--- config.mk ---
export PLATFORM = sky130hd
export DESIGN_NAME = lcd_init_seq
export DESIGN_NICKNAME = d
export VERILOG_FILES = /design/src/rtl/lcd_pkg.sv /design/src/rtl/lcd_delay_cnt.sv /design/src/rtl/lcd_init_seq.sv
export SDC_FILE = /design/constraint.sdc
export NUM_CORES = 1
export LEC_CHECK = 0
export BUFFER_PORTS_ARGS = -buffer_cell sky130_fd_sc_hd__buf_4
export CORE_MARGIN = 4
export CORE_UTILIZATION = 45
export CTS_CLUSTER_SIZE = 20
export DETAILED_ROUTE_END_ITERATION = 10
export PLACE_DENSITY = 0.62
export SETUP_SLACK_MARGIN = 0.15
export SLEW_MARGIN = 20
export SYNTH_ARGS = -nofsm -noshare
export SYNTH_HDL_FRONTEND = slang
export SYNTH_SLANG_ARGS = --single-unit
--- constraint.sdc ---
create_clock -name clk -period 2.8 [get_ports clk]
set_input_delay 0.14 -clock clk [delete_from_list [all_inputs] [get_ports clk]]
set_output_delay 0.14 -clock clk [all_outputs]
set_load 0.05 [all_outputs]
--- src/rtl/lcd_pkg.sv ---
// Shared types and constants for the LCD initialisation sequencer.
package lcd_pkg;

   typedef enum logic [2:0] {
      RST_LOW,
      RST_WAIT,
      LOAD,
      SEND,
      DELAY,
      DONE
   } state_t;

   localparam int          LCD_INIT_LEN = 85;
   localparam logic [7:0]  CMD_SLPOUT   = 8'h11;
   localparam logic [7:0]  CMD_DISPON   = 8'h29;

endpackage

--- src/rtl/lcd_delay_cnt.sv ---
// Wait counter shared by the reset-low, reset-wait and post-SLPOUT delays.
// tc is high on the cycle the count equals lim while enabled, so a wait of
// N cycles uses lim = N-1 and a counter cleared on state entry.
module lcd_delay_cnt #(
   parameter int DLY_W = 24
) (
   input  logic             clk,
   input  logic             rst,
   input  logic             clr,
   input  logic             en,
   input  logic [DLY_W-1:0] lim,
   output logic             tc
);

   logic [DLY_W-1:0] cnt;

   // Count up while enabled; clear restarts the wait from zero
   always_ff @(posedge clk) begin
      if (rst || clr) begin
         cnt <= '0;
      end else if (en) begin
         cnt <= cnt + DLY_W'(1);
      end
   end

   assign tc = en && (cnt == lim);

endmodule

--- src/rtl/lcd_init_seq.sv ---
// LCD init sequencer: panel reset, ROM walk to the SPI byte engine with a
// settle delay after SLPOUT, then pass-through of the pixel stream.
module lcd_init_seq
   import lcd_pkg::*;
#(
   parameter int ROM_LEN         = LCD_INIT_LEN,
   parameter int SLPOUT_ADDR     = 0,
   parameter int RST_LOW_CYC     = 1000,
   parameter int RST_WAIT_CYC    = 120000,
   parameter int SLPOUT_WAIT_CYC = 6000000,
   parameter int DLY_W           = 24
) (
   input  logic        clk,
   input  logic        rst,
   input  logic        start,
   output logic [15:0] rom_addr,
   input  logic [7:0]  rom_data,
   input  logic        rom_dc,
   output logic        tx_valid,
   output logic [7:0]  tx_data,
   output logic        tx_dc,
   input  logic        tx_ready,
   input  logic        pix_valid,
   input  logic [7:0]  pix_data,
   output logic        pix_ready,
   output logic        lcd_rst_n,
   output logic        init_done
);

   localparam logic [DLY_W-1:0] LIM_LOW  = DLY_W'(RST_LOW_CYC - 1);
   localparam logic [DLY_W-1:0] LIM_WAIT = DLY_W'(RST_WAIT_CYC - 1);
   localparam logic [DLY_W-1:0] LIM_SLP  = DLY_W'(SLPOUT_WAIT_CYC - 1);
   localparam logic [15:0]      ADDR_LAST = 16'(ROM_LEN - 1);
   localparam logic [15:0]      ADDR_SLP  = 16'(SLPOUT_ADDR);

   state_t           state;
   logic             seq_valid;
   logic [7:0]       seq_data;
   logic             seq_dc;
   logic             counting;
   logic             dly_clr;
   logic             dly_tc;
   logic [DLY_W-1:0] dly_lim;

   // Pick the wait length for the current state; the counter sits at zero
   // outside the waiting states so each wait starts from a clean count
   always_comb begin
      counting = (state == RST_LOW) || (state == RST_WAIT) || (state == DELAY);
      case (state)
         RST_LOW:  dly_lim = LIM_LOW;
         RST_WAIT: dly_lim = LIM_WAIT;
         default:  dly_lim = LIM_SLP;
      endcase
   end

   assign dly_clr = !counting || dly_tc;

   lcd_delay_cnt #(.DLY_W(DLY_W)) u_dly (
      .clk (clk),
      .rst (rst),
      .clr (dly_clr),
      .en  (counting),
      .lim (dly_lim),
      .tc  (dly_tc)
   );

   // Sequencer FSM with registered ROM-side outputs
   always_ff @(posedge clk) begin
      if (rst) begin
         state     <= RST_LOW;
         rom_addr  <= '0;
         seq_valid <= 1'b0;
         seq_data  <= 8'h00;
         seq_dc    <= 1'b0;
         lcd_rst_n <= 1'b0;
         init_done <= 1'b0;
      end else begin
         case (state)
            RST_LOW: begin
               if (dly_tc) begin
                  lcd_rst_n <= 1'b1;
                  state     <= RST_WAIT;
               end
            end
            RST_WAIT: begin
               if (dly_tc) begin
                  rom_addr <= '0;
                  state    <= LOAD;
               end
            end
            LOAD: begin
               seq_data  <= rom_data;
               seq_dc    <= rom_dc;
               seq_valid <= 1'b1;
               state     <= SEND;
            end
            SEND: begin
               if (tx_ready) begin
                  seq_valid <= 1'b0;
                  if (rom_addr == ADDR_SLP) begin
                     state <= DELAY;
                  end else if (rom_addr == ADDR_LAST) begin
                     init_done <= 1'b1;
                     state     <= DONE;
                  end else begin
                     rom_addr <= rom_addr + 16'd1;
                     state    <= LOAD;
                  end
               end
            end
            DELAY: begin
               if (dly_tc) begin
                  if (rom_addr == ADDR_LAST) begin
                     init_done <= 1'b1;
                     state     <= DONE;
                  end else begin
                     rom_addr <= rom_addr + 16'd1;
                     state    <= LOAD;
                  end
               end
            end
            DONE: begin
               // A start pulse replays the whole init from a reset state
               if (start) begin
                  state     <= RST_LOW;
                  rom_addr  <= '0;
                  seq_valid <= 1'b0;
                  seq_data  <= 8'h00;
                  seq_dc    <= 1'b0;
                  lcd_rst_n <= 1'b0;
                  init_done <= 1'b0;
               end
            end
            default: begin
               state <= RST_LOW;
            end
         endcase
      end
   end

   // Output mux: the pixel source owns the transmitter only once init is done
   always_comb begin
      if (state == DONE) begin
         tx_valid  = pix_valid;
         tx_data   = pix_data;
         tx_dc     = 1'b1;
         pix_ready = tx_ready;
      end else begin
         tx_valid  = seq_valid;
         tx_data   = seq_data;
         tx_dc     = seq_dc;
         pix_ready = 1'b0;
      end
   end

endmodule

==> load_flow_metrics.sql <==
INSERT INTO impl_metrics (metric_group, metric, value, unit) VALUES
('timing', 'final_hold_viol_count', '0', ''),
('synth', 'synth.cell_area', '2930', 'sq um'),
('detailed_routing', 'routedWlPerCell', '13.8', 'um'),
('detailed_routing', 'drt-vias-per-instance', '5.54', ''),
('synth', 'postSynthRegisterBits', '55', ''),
('setup_path', 'startpoint_to_endpoint_class_of_the_critical_path', 'flip-flop to flip-flop', ''),
('detailed_routing', 'detail_route.iter0.violations', '110', ''),
('cts', 'cts_tree', 'built', ''),
('cts', 'tritoncts_num_sinks', '55', ''),
('floorplan', 'die-height', '88.7', 'um'),
('place', 'half_perimeter_wire_length_of_the_detailed_placement_result', '5.17', 'mm'),
('timing', 'finalClockSkew', '10.3', 'ps'),
('detailed_routing', 'num_vias', '2891', ''),
('layout', 'antenna_cells_inserted', '0', ''),
('setup_path', 'worst-endpoint-required', '3040', 'ps'),
('synth', 'synth.cells.most_frequent', 'nor2_1 (64), nand2_1 (57), dfxtp_1 (55)', ''),
('global_routing', 'grt_pass1_vias', '2685', ''),
('layout', 'layout.nets', '469', ''),
('timing', 'finalCriticalPeriod', '2470', 'ps'),
('timing', 'finalSetupViolations', '0', ''),
('pwr', 'total_leakage_power', '0.00142', 'uW'),
('setup_path', 'start_kind', 'flip-flop', ''),
('synth', 'synth_enable_flop_cells', '0', ''),
('hold_path', 'hp-start', 'start', ''),
('detailed_routing', 'dr.pass1.iters', '4', ''),
('timing', 'timing.setup.tns', '0', 'ps'),
('floorplan', 'boundaryPins', '51', ''),
('cts', 'postCtsSetupRepairBufs', '0', ''),
('floorplan', 'starting_density_of_the_core', '46.2', '%'),
('detailed_routing', 'remaining_drc_errors', '0', ''),
('timing', 'fin_hold_ws', '39.4', 'ps'),
('hold_path', 'hold_class', 'input port to flip-flop', ''),
('synth', 'synth.yosys.warnings', '0', ''),
('timing', 'maxSlewHeadroom', '52.5', '%'),
('cts', 'cts_buffers', '5', ''),
('cts', 'cts.root.buffer_cell', 'clkbuf_8', ''),
('setup_path', 'worst-path-max-fanout', '9', ''),
('timing', 'final_min_period_over_clock_period', '88.4', '%'),
('synth', 'synthesis.area_per_instance', '7.46', 'sq um'),
('cts', 'clk-insertion-delay-late', '310', 'ps'),
('layout', 'stdcell_count', '522', ''),
('global_routing', 'antenna_violations_before_repair', '0', ''),
('detailed_routing', 'wl', '7.22', 'mm'),
('setup_path', 'timing.reg2reg.worst_path_depth', '8', ''),
('timing', 'worst-slew-pin-transition', '712', 'ps'),
('timing', 'finalMaxSlewViolations', '0', ''),
('global_routing', 'maximum_number_of_pins_on_one_net_before_global_route_repair', '35', ''),
('setup_path', 'worstSetupEndpointType', 'flip-flop', ''),
('setup_path', 'r2r_slack', '330', 'ps'),
('floorplan', 'num_rows', '29', ''),
('layout', 'area_delta_synth_final', '21.9', '%'),
('synth', 'synth_flop_cell', 'dfxtp_1', ''),
('synth', 'ys_seq_area_share', '37.6', '%'),
('global_routing', 'overflow', '0', ''),
('setup_path', 'critical-path-top-cell-by-count', 'a21oi_1', ''),
('synth', 'syn-num-nets', '418', ''),
('synth', 'post_synth_main_area_contributors', 'dfxtp_1 (38%), nor2_1 (8.2%), nand2_1 (7.3%)', ''),
('place', 'post-place-cells', '514', ''),
('cts', 'clock_tree.buffer_depth', '2', ''),
('synth', 'fraction_of_synthesis_flops_using_an_asynchronous_set_or_reset_pin', '0', '%'),
('synth', 'unique_cell_type_count_in_the_yosys_netlist', '47', ''),
('floorplan', 'die_w', '88.7', 'um'),
('setup_path', 'timing.critical_path.cells', 'buf_4, or4_1, a211oi_1, a21oi_1, nor4_4, o21a_1, nand3b_1, a21oi_1', ''),
('place', 'port-buffer-count', '50', ''),
('hold_path', 'whs_endpoint', 'init_done', ''),
('status', 'run_status', 'complete, no violations', ''),
('global_routing', 'first_pass_grt_wire_length', '12.1', 'mm'),
('timing', 'rsz_0062_raised_after_global_routing', 'no', ''),
('job', 'maxCapViolations', '0', ''),
('pwr', 'worst_case_vdd_ir_drop', '0.000225', 'V'),
('setup_path', 'critPathMaxStageDelay', '500', 'ps');
layer usage:
metal	share of wire (%)	wire (um)	global-route usage (%)
met2	48	3470	31.6
met3	4.3	309	3.63
met4	1.3	93	5.22
met5	0	0	0
met1	46	3350	25.4
worst max path at each step:
stage                startpoint            to
global placement    rom_addr[0]  rom_addr[15]
global route           state[2]   rom_addr[2]
floorplan           rom_addr[0]  rom_addr[10]
CTS                    state[1]  rom_addr[15]
finish                 state[2]  rom_addr[13]
detailed placement     state[1]   rom_addr[9]
critical path, delay by kind of cell (launching register included):
kind / cells / cell delay [ps]
simple gates: 3 / 970
compound gates: 4 / 860
flops: 1 / 380
buf+inv: 1 / 180
sequential cells by signal (all words and copies together), names as in the netlist:
register	count
seq_valid	1
seq_data	8
init_done	1
seq_dc	1
u_dly.cnt	24
state	3
rom_addr	16
lcd_rst_n	1
area by class of cell:
cell class	count	area [sq um]
clock buffer	6	72.6
clock inverter	2	60.1
fill	620	2780
inverter	8	30.0
multi-input combinational	312	1740
sequential	55	1100
tap	77	96.3
timing repair buffer	62	465
cells by family after synthesis:
family | after synthesis | synth area share, %
fa+ha+maj | 3 | 1.28
compound gates | 76 | 15.7
xor+xnor | 19 | 5.68
buf+inv | 26 | 3.37
flops | 55 | 37.6
mux | 3 | 1.07
simple gates | 211 | 35.4
layout by cell type (no fill, tap or decap), types with 3 or more instances in the layout:
| master | n |
|---|---|
| nor2_1 | 64 |
| buf_4 | 62 |
| nand2_1 | 57 |
| dfxtp_1 | 52 |
| a21oi_1 | 23 |
| o21ai_0 | 21 |
| nand3_1 | 18 |
| or3_1 | 14 |
| xor2_1 | 11 |
| and3_1 | 10 |
| a22oi_1 | 10 |
| inv_1 | 8 |
| xnor2_1 | 8 |
| nand3b_1 | 8 |
| nand2b_1 | 6 |
| nor3_1 | 5 |
| nor4_1 | 5 |
| a31oi_1 | 5 |
| clkbuf_8 | 5 |
| a211oi_1 | 4 |
| nand4_1 | 4 |
| nor2b_1 | 3 |
| or4_1 | 3 |
| nand4b_1 | 3 |
| ha_1 | 3 |
| dfxtp_2 | 3 |
report_power, final:
| part | internal [uW] | total [uW] | leakage (uW) | switching, uW |
|---|---|---|---|---|
| Combinational | 23.4 | 44.9 | 0.000907 | 21.5 |
| Clock | 358 | 618 | 0.0000654 | 261 |
| Sequential | 785 | 788 | 0.000445 | 2.85 |
| Total | 1170 | 1450 | 0.00142 | 285 |
stage by stage:
stage | cell area [sq um] | worst slack [ps] | total power (uW) | utilization [%]
5_1_grt | 3570 | 151 | 1500 | 56.3
6_report | 3570 | 326 | 1450 | 56.3
2_1_floorplan | 2930 | 267 | 825 | -
3_5_place_dp | 3430 | 218 | 852 | 54.0
3_3_place_gp | 3430 | 230 | 852 | 54.0
4_1_cts | 3560 | 179 | 1470 | 56.1
(Power assumes the default switching activity.)
